`src/rtl/seg_scan_ctrl.sv`:
```
// Time-multiplexed 7-segment scan controller: double-buffered display word,
// one-hot digit stepping with per-slot blanking, and a shared external decoder.
module seg_scan_ctrl #(
    parameter int DIGITS = 4,
    parameter int DIV    = 50000,
    parameter int BLANK  = 16
) (
    input  logic                  clk,
    input  logic                  rst,
    input  logic [4*DIGITS-1:0]   value_i,
    input  logic                  load_i,
    input  logic                  lz_en_i,
    input  logic [DIGITS-1:0]     dp_mask_i,
    output logic [3:0]            nibble_o,
    input  logic [6:0]            d7seg_i,
    output logic [6:0]            seg_o,
    output logic                  dp_o,
    output logic [DIGITS-1:0]     digit_en_o,
    output logic                  frame_done_o
);

    localparam int CW = (DIV > 1) ? $clog2(DIV) : 1;
    localparam int IW = (DIGITS > 1) ? $clog2(DIGITS) : 1;
    localparam logic [CW-1:0] CNT_LAST  = CW'(DIV - 1);
    localparam logic [IW-1:0] IDX_LAST  = IW'(DIGITS - 1);
    localparam logic [CW-1:0] CNT_BLANK = CW'(BLANK);

    logic [CW-1:0]         cnt_q, cnt_d;
    logic [IW-1:0]         idx_q, idx_d;
    logic [4*DIGITS-1:0]   act_q, act_d;
    logic [4*DIGITS-1:0]   pend_q, pend_d;
    logic                  pend_v_q, pend_v_d;

    logic                  slot_end;
    logic                  wrap;
    logic                  all_zero;
    logic [DIGITS-1:0]     supp;
    logic                  cur_supp;
    logic                  cur_dp;
    logic                  lit;

    assign slot_end = (cnt_q == CNT_LAST);
    assign wrap     = slot_end && (idx_q == IDX_LAST);

    // A load on the commit edge bypasses the pending buffer so it is never lost.
    always_comb begin
        cnt_d    = slot_end ? '0 : cnt_q + 1'b1;
        idx_d    = idx_q;
        if (slot_end) begin
            idx_d = (idx_q == IDX_LAST) ? '0 : idx_q + 1'b1;
        end
        pend_d   = pend_q;
        pend_v_d = pend_v_q;
        act_d    = act_q;
        if (load_i) begin
            pend_d   = value_i;
            pend_v_d = 1'b1;
        end
        if (wrap) begin
            if (load_i) begin
                act_d = value_i;
            end else if (pend_v_q) begin
                act_d = pend_q;
            end
            pend_v_d = 1'b0;
        end
    end

    always_ff @(posedge clk or posedge rst) begin
        if (rst) begin
            cnt_q    <= '0;
            idx_q    <= '0;
            act_q    <= '0;
            pend_q   <= '0;
            pend_v_q <= 1'b0;
        end else begin
            cnt_q    <= cnt_d;
            idx_q    <= idx_d;
            act_q    <= act_d;
            pend_q   <= pend_d;
            pend_v_q <= pend_v_d;
        end
    end

    // A digit is blanked as a leading zero when it and every higher nibble are zero.
    always_comb begin
        all_zero = 1'b1;
        supp     = '0;
        for (int i = DIGITS - 1; i >= 0; i--) begin
            all_zero = all_zero && (act_q[4*i +: 4] == 4'h0);
            if (i > 0) begin
                supp[i] = lz_en_i && all_zero;
            end
        end
    end

    always_comb begin
        nibble_o = '0;
        cur_supp = 1'b0;
        cur_dp   = 1'b0;
        for (int i = 0; i < DIGITS; i++) begin
            if (idx_q == IW'(i)) begin
                nibble_o = act_q[4*i +: 4];
                cur_supp = supp[i];
                cur_dp   = dp_mask_i[i];
            end
        end
    end

    assign lit          = (cnt_q >= CNT_BLANK) && !cur_supp;
    assign digit_en_o   = lit ? (DIGITS'(1) << idx_q) : '0;
    assign seg_o        = lit ? d7seg_i : 7'h00;
    assign dp_o         = lit && cur_dp;
    assign frame_done_o = wrap;

endmodule

```
`config.mk`:
```
export PLATFORM = sky130hd
export DESIGN_NAME = seg_scan_ctrl
export DESIGN_NICKNAME = d
export VERILOG_FILES = /design/src/rtl/seg_scan_ctrl.sv
export SDC_FILE = /design/constraint.sdc
export NUM_CORES = 1
export LEC_CHECK = 0
export ABC_AREA = 1
export BUFFER_PORTS_ARGS = -buffer_cell sky130_fd_sc_hd__buf_4
export CAP_MARGIN = 20
export CELL_PAD_IN_SITES_DETAIL_PLACEMENT = 1
export CELL_PAD_IN_SITES_GLOBAL_PLACEMENT = 1
export CORE_MARGIN = 4
export CORE_UTILIZATION = 39
export DETAILED_ROUTE_END_ITERATION = 10
export GPL_ROUTABILITY_DRIVEN = 1
export PLACE_DENSITY = 0.84
export SETUP_SLACK_MARGIN = 0.05
export SLEW_MARGIN = 10
export SYNTH_ARGS = -nofsm -noshare
export SYNTH_HDL_FRONTEND = slang
export SYNTH_SLANG_ARGS = --single-unit
```
`constraint.sdc`:
```
create_clock -name clk -period 1.9 [get_ports clk]
set_input_delay 0.095 -clock clk [delete_from_list [all_inputs] [get_ports clk]]
set_output_delay 0.095 -clock clk [all_outputs]
set_load 0.01 [all_outputs]
```
==> results of run 1 <==
==> per-layer routing <==
layer,vias up,routed length (um)
met5,-,0
met4,0,141
met3,12,423
met2,84,3920
met1,1240,3520
li1,1221,-
==> through the flow <==
stage | area, um2 | power [mW]
floorplan | 2660 | 1.21
global placement | 3100 | 1.29
detailed placement | 3100 | 1.30
CTS | 3340 | 2.07
global route | 3460 | 2.15
finish | 3460 | 2.06
==> state kept, by name, summed over array words and instances (netlist names) <==
name / cells
idx_q: 2
pend_q: 16
pend_v_q: 1
cnt_q: 16
act_q: 16
==> power groups by stage <==
stage / combinational, mW / clock [mW] / sequential (mW)
2_1_floorplan: 0.0722 / 0 / 1.14
3_3_place_gp: 0.149 / 0 / 1.14
3_5_place_dp: 0.153 / 0 / 1.14
4_1_cts: 0.159 / 0.791 / 1.12
5_1_grt: 0.179 / 0.843 / 1.12
6_report: 0.159 / 0.779 / 1.12
==> cell usage in the layout, fill, tap and decap left out <==
cell type,n
nand2_1,116
buf_4,58
dfrtp_1,50
inv_1,39
nor2_1,34
nand4_1,19
nand3_1,12
nor2_2,10
o21ai_0,8
buf_6,6
a21oi_1,5
nor3_1,5
xor2_1,5
clkbuf_8,5
inv_2,4
o211ai_1,4
nand3_2,3
o21ai_1,3
ha_1,3
ha_4,3
nor2_4,2
or2_2,2
a21oi_2,2
nand2_4,2
dlygate4sd3_1,2
nand3_4,1
clkinv_4,1
o21ai_2,1
and2_1,1
nand2_2,1
and3_1,1
inv_4,1
o21bai_1,1
clkbuf_1,1
bufinv_16,1
inv_6,1
dfrtp_2,1
buf_12,1
==> worst paths after layout <==
check | slack (ns) | to | depth (start not counted) | from
max | -0.02 | seg_o[6] | 12 | idx_q[1]
min | 0.008 | pend_q[8] | 3 | value_i[8]
max reg2reg | 0.24 | pend_v_q | 8 | cnt_q[0]
min reg2reg | 0.48 | pend_q[4] | 2 | pend_q[4]
max in group asynchronous | 0.92 | idx_q[0] | 4 | rst
min in group asynchronous | 0.51 | pend_q[5] | 4 | rst
==> synthesized netlist by cell type <==
library cell	instances	area (um2)
o21bai_1	1	7.51
nand4_1	19	119
nor2_2	2	12.5
buf_2	4	20.0
buf_6	1	11.3
dfrtp_1	51	1280
o21ai_0	12	60.1
or2_2	2	12.5
inv_2	1	3.75
and2_1	1	6.26
nand3_2	1	10.0
inv_1	43	161
buf_4	3	22.5
nor2_4	1	11.3
nand3_4	1	17.5
nor2_1	43	161
nand2_1	118	443
nor3_1	5	25.0
nand3_1	14	70.1
clkinv_1	1	3.75
a21oi_1	7	35.0
ha_1	6	75.1
o211ai_1	4	30.0
and3_1	1	6.26
xor2_1	5	43.8
clkbuf_1	4	15.0
==> final cells by class <==
cell class                 instances  area, um2  area share, %
clock buffer                       6       72.6           2.10
clock inverter                     2       38.8           1.12
inverter                          45        176           5.10
multi-input combinational        244       1250           36.3
sequential                        51       1280           36.9
tap                               77       96.3           2.79
timing repair buffer              67        543           15.7
==> what timing repair did <==
action | CTS | global route
buffers inserted | 5 | 8
endpoints found under the hold margin | 52 | 0
pin swaps | 5 | 10
endpoints found under the setup margin | 16 | 16
gates cloned | 1 | 0
resized for setup | 20 | 22
hold buffers | 2 | 0
==> worst max-delay path: cells and delay by family (launching register included) <==
family	cells	cell delay [ns]
flip-flops	1	0.40
AND/OR/NAND/NOR	8	0.65
buffers and inverters	3	0.30
adder cells (fa/ha/maj)	1	0.16
==> cell families (layout without fill, tap and decap cells) <==
| kind of cell | Yosys count | after routing | synth area share [%] |
|---|---|---|---|
| compound gates | 24 | 24 | 4.99 |
| flops | 51 | 51 | 48.0 |
| buf+inv | 57 | 120 | 8.94 |
| xor+xnor | 5 | 5 | 1.65 |
| fa+ha+maj | 6 | 6 | 2.82 |
| simple gates | 208 | 209 | 33.6 |
==> flow_summary.ini, run 1 <==
[synthesis]
seq_area_frac_synth_pct = 48.0
syn_avg_cell_area_um2 = 7.58
ys_ff_latch = 51
syn_nets = 388
syn-instance-count = 351
yosys_warnings = 0
synth_cell_types = 26
netlist_area_um2 = 2660

[routing]
drc = 0
wirelength_mm = 8.00
drt-wirelength-per-cell_um = 16.3
ant_nets = 0
post_drt_via_cell_ratio = 5.20
drt_pass1_iterations = 4
route.vias.total = 2557
first_iter_violations = 154

[placed_design]
port_buffers = 47
dp_hpwl_mm = 5.05
place_congestion = 0.794
placed_cells = 469
dp_slack_ns = 0.0764

[cells_and_area]
fillCellCount = 815
area_delta_synth_final_pct = 30.0
finalNetCount = 451
drive_gt1_share_pct = 25.5
stdcell_count = 492
utilization_pct = 53.2
diodes = 0

[cts]
cts_tree = done
clock_latency_ns = 0.31
cts-htree-levels = 2
clock_path_buffers = 2
path_clk_slew_ns = 0.10
clock_sinks = 51
cts_root_buf = clkbuf_8
cts_buffers = 5

[global_routing]
antenna_found_initial = 0
busiest_layer = met2
use_met3_pct = 3.75
grt_pass1_wl_mm = 12.7
use_met2_pct = 31.0
grt_pass1_vias = 2510
grt_use_met1_pct = 25.3
track_usage_pct = 18.9
grt_max_degree = 52
grt-ovfl-total = 0

[pwr]
power_density_nw_per_um2 = 596
irDropWorstVdd_v = 0.000256
power.switching_mw = 0.473
cellLeakagePower_nw = 1.83
p_clk_share_pct = 37.8
p_comb_share_pct = 7.7
intPower_mw = 1.59
switching_share_pct = 22.9
seq_power_share_pct = 54.5

[worst_setup_path]
cp_max_fo = 6
cp_common_cell = nand2_1
start_kind = flop
path_cells = inv_2, ha_4, clkinv_4, nor2_4, nand3_2, nand2_1, nand2_1, nand2_1, nand2_2, nand2_4, nor2_1, buf_4
crit_required_ns = 1.80
critical_path_class = reg -> out
cp_slowest_stage_delay_ns = 0.40
crit_path_end_kind = output pin
arrival_ns = 1.82
slowest_stage = dfrtp_1

[sta]
fmax_ghz = 0.521
finalSetupViolCount = 8
timing.hold.ws_ns = 0.00833
slew_headroom_pct = 56.7
drv_slew = 0
setup_tns_ns = -0.0614
rsz0062_at_grt = yes
finalCritPeriodShare_pct = 101
final-hold-violation-count = 0
finClkSkew_ns = 0.0121
finalCriticalPeriod_ns = 1.92
setup_slack_ns = -0.0186
tightest_slew_ns = 0.650

[floorplan]
die_y_um = 90.6
initial_utilization_pct = 41.0
die-area_um2 = 8210
core_area_um2 = 6490
rows = 29
ios = 48
die_w_um = 90.6

[flow_run]
drv_cap = 0

[worst_hold_path]
hold_class = in -> reg

[run_status]
failed_checks = setup timing
outcome = finished with violations
No activity file was read; power rests on OpenSTA's default activity.
==> run 2: changes to the inputs <==
--- a/config.mk
+++ b/config.mk
@@ -14,6 +14,7 @@
 export CORE_UTILIZATION = 39
 export DETAILED_ROUTE_END_ITERATION = 10
 export GPL_ROUTABILITY_DRIVEN = 1
+export MAX_ROUTING_LAYER = met4
 export PLACE_DENSITY = 0.84
 export SETUP_SLACK_MARGIN = 0.05
 export SLEW_MARGIN = 10
==> run 2 against run 1 <==
Clock power barely moved. Hold slack got worse by 0.0041 ns. Via count fell by 0.31%. The flow still finishes with violations (setup timing). Clock skew rose by 0.0018 ns. Highest routed layer unchanged. Count of clock-buffer cells in the layout did not move. Register-to-register slack barely moved. Combinational power barely moved. Global-route usage rose by 0.50 points.
==> flow_summary.ini, run 2 (synthesis gave the netlist of run 1 again) <==
[run_status]
outcome = finished with violations
failed_checks = setup timing

[worst_setup_path]
crit_required_ns = 1.80
start_kind = flop
critical_path_class = reg -> out
r2r_slack_ns = 0.24
r2r_start = cnt_q[0]
crit_path_start = idx_q[1]
arrival_ns = 1.83
crit_path_end_kind = output pin
cp_max_fo = 7

[sta]
final-hold-violation-count = 0
timing.hold.ws_ns = 0.00419
finalCritPeriodShare_pct = 101
drv_slew = 0
setup_slack_ns = -0.0202
finalCriticalPeriod_ns = 1.92
tightest_slew_ns = 0.646
setup_tns_ns = -0.0489
finalSetupViolCount = 4
fmax_ghz = 0.521
rsz0062_at_grt = yes
slew_headroom_pct = 56.9
finClkSkew_ns = 0.0139

[floorplan]
initial_utilization_pct = 41.0
die_w_um = 90.6
core_area_um2 = 6490
die-area_um2 = 8210
rows = 29
die_y_um = 90.6
ios = 48

[pwr]
power_density_nw_per_um2 = 596
cellLeakagePower_nw = 1.83
irDropWorstVdd_v = 0.000256

[global_routing]
grt-ovfl-total = 0
track_usage_pct = 19.4
grt_max_degree = 52
grt_pass1_vias = 2510
grt_pass1_wl_mm = 12.7
antenna_found_initial = 0

[routing]
drc = 0
ant_nets = 0
drt_pass1_iterations = 4
route.vias.total = 2549
drt-wirelength-per-cell_um = 16.1
first_iter_violations = 194
wirelength_mm = 7.94
post_drt_via_cell_ratio = 5.18

[worst_hold_path]
hold_class = in -> reg
hold_start = value_i[10]

[cells_and_area]
drive_gt1_share_pct = 25.5
diodes = 0
area_delta_synth_final_pct = 30.0
final-seq-area_um2 = 1280
top_regs = act_q x16, cnt_q x16, pend_q x16
multi_input_area_um2 = 1250
mostFrequentLayoutCell = nand2_1
finalNetCount = 451
final_cell_mix = nand2_1, buf_4, dfrtp_1, inv_1, nor2_1
fillCellCount = 815

[flow_run]
drv_cap = 0

[cts]
cts_buffers = 5
cts_root_buf = clkbuf_8
cts-htree-levels = 2
clock_latency_ns = 0.32
clock_sinks = 51
path_clk_slew_ns = 0.10
clock_path_buffers = 2
cts_tree = done

[placed_design]
dp_hpwl_mm = 5.05
place_congestion = 0.805
port_buffers = 47
==> run 2: cell counts in the layout (fill, tap and decap cells not counted) <==
No cell type changed its count.
==> run 2: critical path: stages, from the launching register on <==
cell,delay (ns)
dfrtp_1,0.40
buf_4,0.16
ha_4,0.17
inv_1,0.10
buf_6,0.15
o211ai_1,0.09
nand3_1,0.08
o21ai_0,0.12
nor2_2,0.13
buf_4,0.12
==> run 2: power by group <==
| group | internal [mW] | switching [mW] | total (mW) | leakage (nW) |
|---|---|---|---|---|
| sequential | 1.11 | 0.00835 | 1.12 | 0.663 |
| clock | 0.399 | 0.382 | 0.781 | 0.0558 |
| combinational | 0.0748 | 0.0840 | 0.159 | 1.12 |
==> run 2: through the flow <==
step	power (mW)	util (%)	setup slack, ns	cell area [um2]	std cells
after floorplan	1.21	-	0.291	2660	351
after global placement	1.29	47.7	0.183	3100	469
after detailed placement	1.30	47.7	0.0764	3100	469
after CTS	2.07	51.4	0.0126	3340	485
after global routing	2.15	53.2	-0.128	3460	492
final	2.06	53.2	-0.0202	3460	492
==> run 2: cell type report <==
class / count / area share (%)
sequential: 51 / 36.9
timing repair buffer: 67 / 15.7
multi-input combinational: 244 / 36.3
clock inverter: 2 / 1.12
tap: 77 / 2.79
inverter: 45 / 5.10
clock buffer: 6 / 2.10
==> run 2: worst paths after layout <==
path | to | cells past startpoint
max in group asynchronous | idx_q[0] | 4
worst max-delay path | dp_o | 9
worst min register to register | pend_q[4] | 2
worst max register to register | pend_v_q | 8
worst min-delay path | pend_q[10] | 3
min in group asynchronous | pend_q[9] | 4
==> run 2: timing repair <==
item	CTS	global route
gates resized for setup	20	22
pin swaps	5	10
hold buffers	2	0
hold endpoints to repair	52	0
endpoints found under the setup margin	16	16
setup buffers	5	8
gates cloned	1	0
==> run 2: layer usage <==
layer	vias to the layer above	share of wire [%]	track usage (%)
li1	1224	-	-
met1	1237	44	25.2
met2	74	49	31.0
met3	14	5.0	3.75
met4	0	1.9	5.61
met5	-	0	-
==> run 3: changes to the inputs <==
--- a/config.mk
+++ b/config.mk
@@ -16,7 +16,6 @@
 export GPL_ROUTABILITY_DRIVEN = 1
 export MAX_ROUTING_LAYER = met4
 export PLACE_DENSITY = 0.84
-export SETUP_SLACK_MARGIN = 0.05
 export SLEW_MARGIN = 10
 export SYNTH_ARGS = -nofsm -noshare
 export SYNTH_HDL_FRONTEND = slang
==> run 3 against run 2 <==
The flow still finishes with violations (setup timing). Register-to-register slack worse by 0.02 ns. Non-clock buffer count is 4 lower. Count of clock-buffer cells in the layout unchanged. Routed wire length rose by 0.25%. Cell area shrank 1.5%. Clock skew down 0.0016 ns. Critical path depth up 1. Highest routed layer unchanged.
==> flow_summary.ini, run 3 (synthesis gave the netlist of run 1 again) <==
[placed_design]
placed_cells = 469
place_congestion = 0.805
dpl-instance-area_um2 = 3100
dp_hpwl_mm = 5.05
port_buffers = 47

[worst_hold_path]
holdPathEnd = pend_q[10]
hold_class = in -> reg
hold_start = value_i[10]
hold_depth = 3

[global_routing]
grt_pass1_vias = 2489
antenna_found_initial = 0
grt_pass1_wl_mm = 12.4
grt_max_degree = 52
grt-ovfl-total = 0
track_usage_pct = 19.0

[worst_setup_path]
r2r_start = cnt_q[0]
arrival_ns = 1.83
reg2reg_depth = 8
cp_max_fo = 3
crit_path_end_kind = output pin
r2r-end = idx_q[0]
start_kind = flop
crit_required_ns = 1.80
crit_path_start = idx_q[1]
r2r_slack_ns = 0.22
critical_path_class = reg -> out

[sta]
tightest_slew_ns = 0.656
rsz0062_at_grt = yes
slew_headroom_pct = 56.3
finalCritPeriodShare_pct = 101
setup_slack_ns = -0.0225
drv_slew = 0
finalCriticalPeriod_ns = 1.92
timing.hold.ws_ns = 0.00835
setup_tns_ns = -0.0225
fmax_ghz = 0.520
finalSetupViolCount = 1
finClkSkew_ns = 0.0123
final-hold-violation-count = 0

[routing]
drc = 0
wirelength_mm = 7.96
drt_pass1_iterations = 4
route.vias.total = 2533
post_drt_via_cell_ratio = 5.19
first_iter_violations = 137
ant_nets = 0
drt-wirelength-per-cell_um = 16.3

[pwr]
irDropWorstVdd_v = 0.000271
total_power_mw = 2.05
cellLeakagePower_nw = 1.82
power_density_nw_per_um2 = 601

[cts]
cts-htree-levels = 2
cts_root_buf = clkbuf_8
cts_tree = done
cts_buffers = 5
clock_sinks = 51
path_clk_slew_ns = 0.10
clock_path_buffers = 2
clock_latency_ns = 0.31

[floorplan]
ios = 48
rows = 29
initial_utilization_pct = 41.0
die_w_um = 90.6
die_y_um = 90.6
core_area_um2 = 6490
die-area_um2 = 8210

[cells_and_area]
stdcell_area_um2 = 3410
drive_gt1_share_pct = 24.1
mostFrequentLayoutCell = nand2_1
top_regs = act_q x16, cnt_q x16, pend_q x16
finalNetCount = 447
area_delta_synth_final_pct = 28.0
final_cell_mix = nand2_1, buf_4, dfrtp_1, inv_1, nor2_1
diodes = 0
stdcell_count = 488

[run_status]
outcome = finished with violations
failed_checks = setup timing

[flow_run]
drv_cap = 0
## run 3: per-stage QoR
step	util, %	setup slack (ns)
after floorplan	-	0.291
after global placement	47.7	0.183
after detailed placement	47.7	0.0764
after CTS	50.8	-0.0129
after global routing	52.4	-0.0917
final	52.4	-0.0225
## run 3: worst max-delay path by stage
| stage | cells after the start | end |
|---|---|---|
| floorplan | 12 | digit_en_o[0] |
| global placement | 12 | digit_en_o[1] |
| detailed placement | 12 | seg_o[0] |
| CTS | 7 | nibble_o[0] |
| global route | 8 | nibble_o[3] |
| finish | 10 | nibble_o[2] |
## run 3: layer usage
layer / vias up / GRT usage [%] / share of wire [%]
met2: 67 / 29.3 / 49
met5: - / - / 0
met1: 1231 / 25.2 / 44
met3: 15 / 3.42 / 5.0
met4: 0 / 6.12 / 2.2
li1: 1220 / - / -
## run 3: layout make-up
type	instances	area (um2)
inverters	45	171
clock buffers	6	72.6
flip-flops and latches	51	1280
well taps	77	96.3
fillers	820	3090
clock inverters	2	38.8
multi-input cells	244	1240
repair buffers	63	505
## run 3: where the power goes
| group | leakage [nW] | total (mW) | internal (mW) | switching [mW] |
|---|---|---|---|---|
| clock | 0.0558 | 0.770 | 0.398 | 0.371 |
| combinational | 1.10 | 0.157 | 0.0733 | 0.0835 |
| sequential | 0.663 | 1.12 | 1.11 | 0.00806 |
| total | 1.82 | 2.05 | 1.59 | 0.463 |
## run 3: worst max-delay path, stage by stage, from the launching register on
cell and delay (ns):
dfrtp_1 0.40, inv_2 0.08, ha_4 0.18, inv_4 0.06, nor2_4 0.03, buf_4 0.14, buf_4 0.13, a21oi_1 0.14
nand2_1 0.09, a21oi_2 0.13, buf_4 0.14
## run 3: what timing repair did
item                       4_1_cts  5_1_grt
pin swaps                        4       10
cloned                           1        0
buffers inserted                 4        5
hold buffers                     2        0
setup endpoints to repair       15       16
gates resized for setup         12       24
hold endpoints to repair        52        0
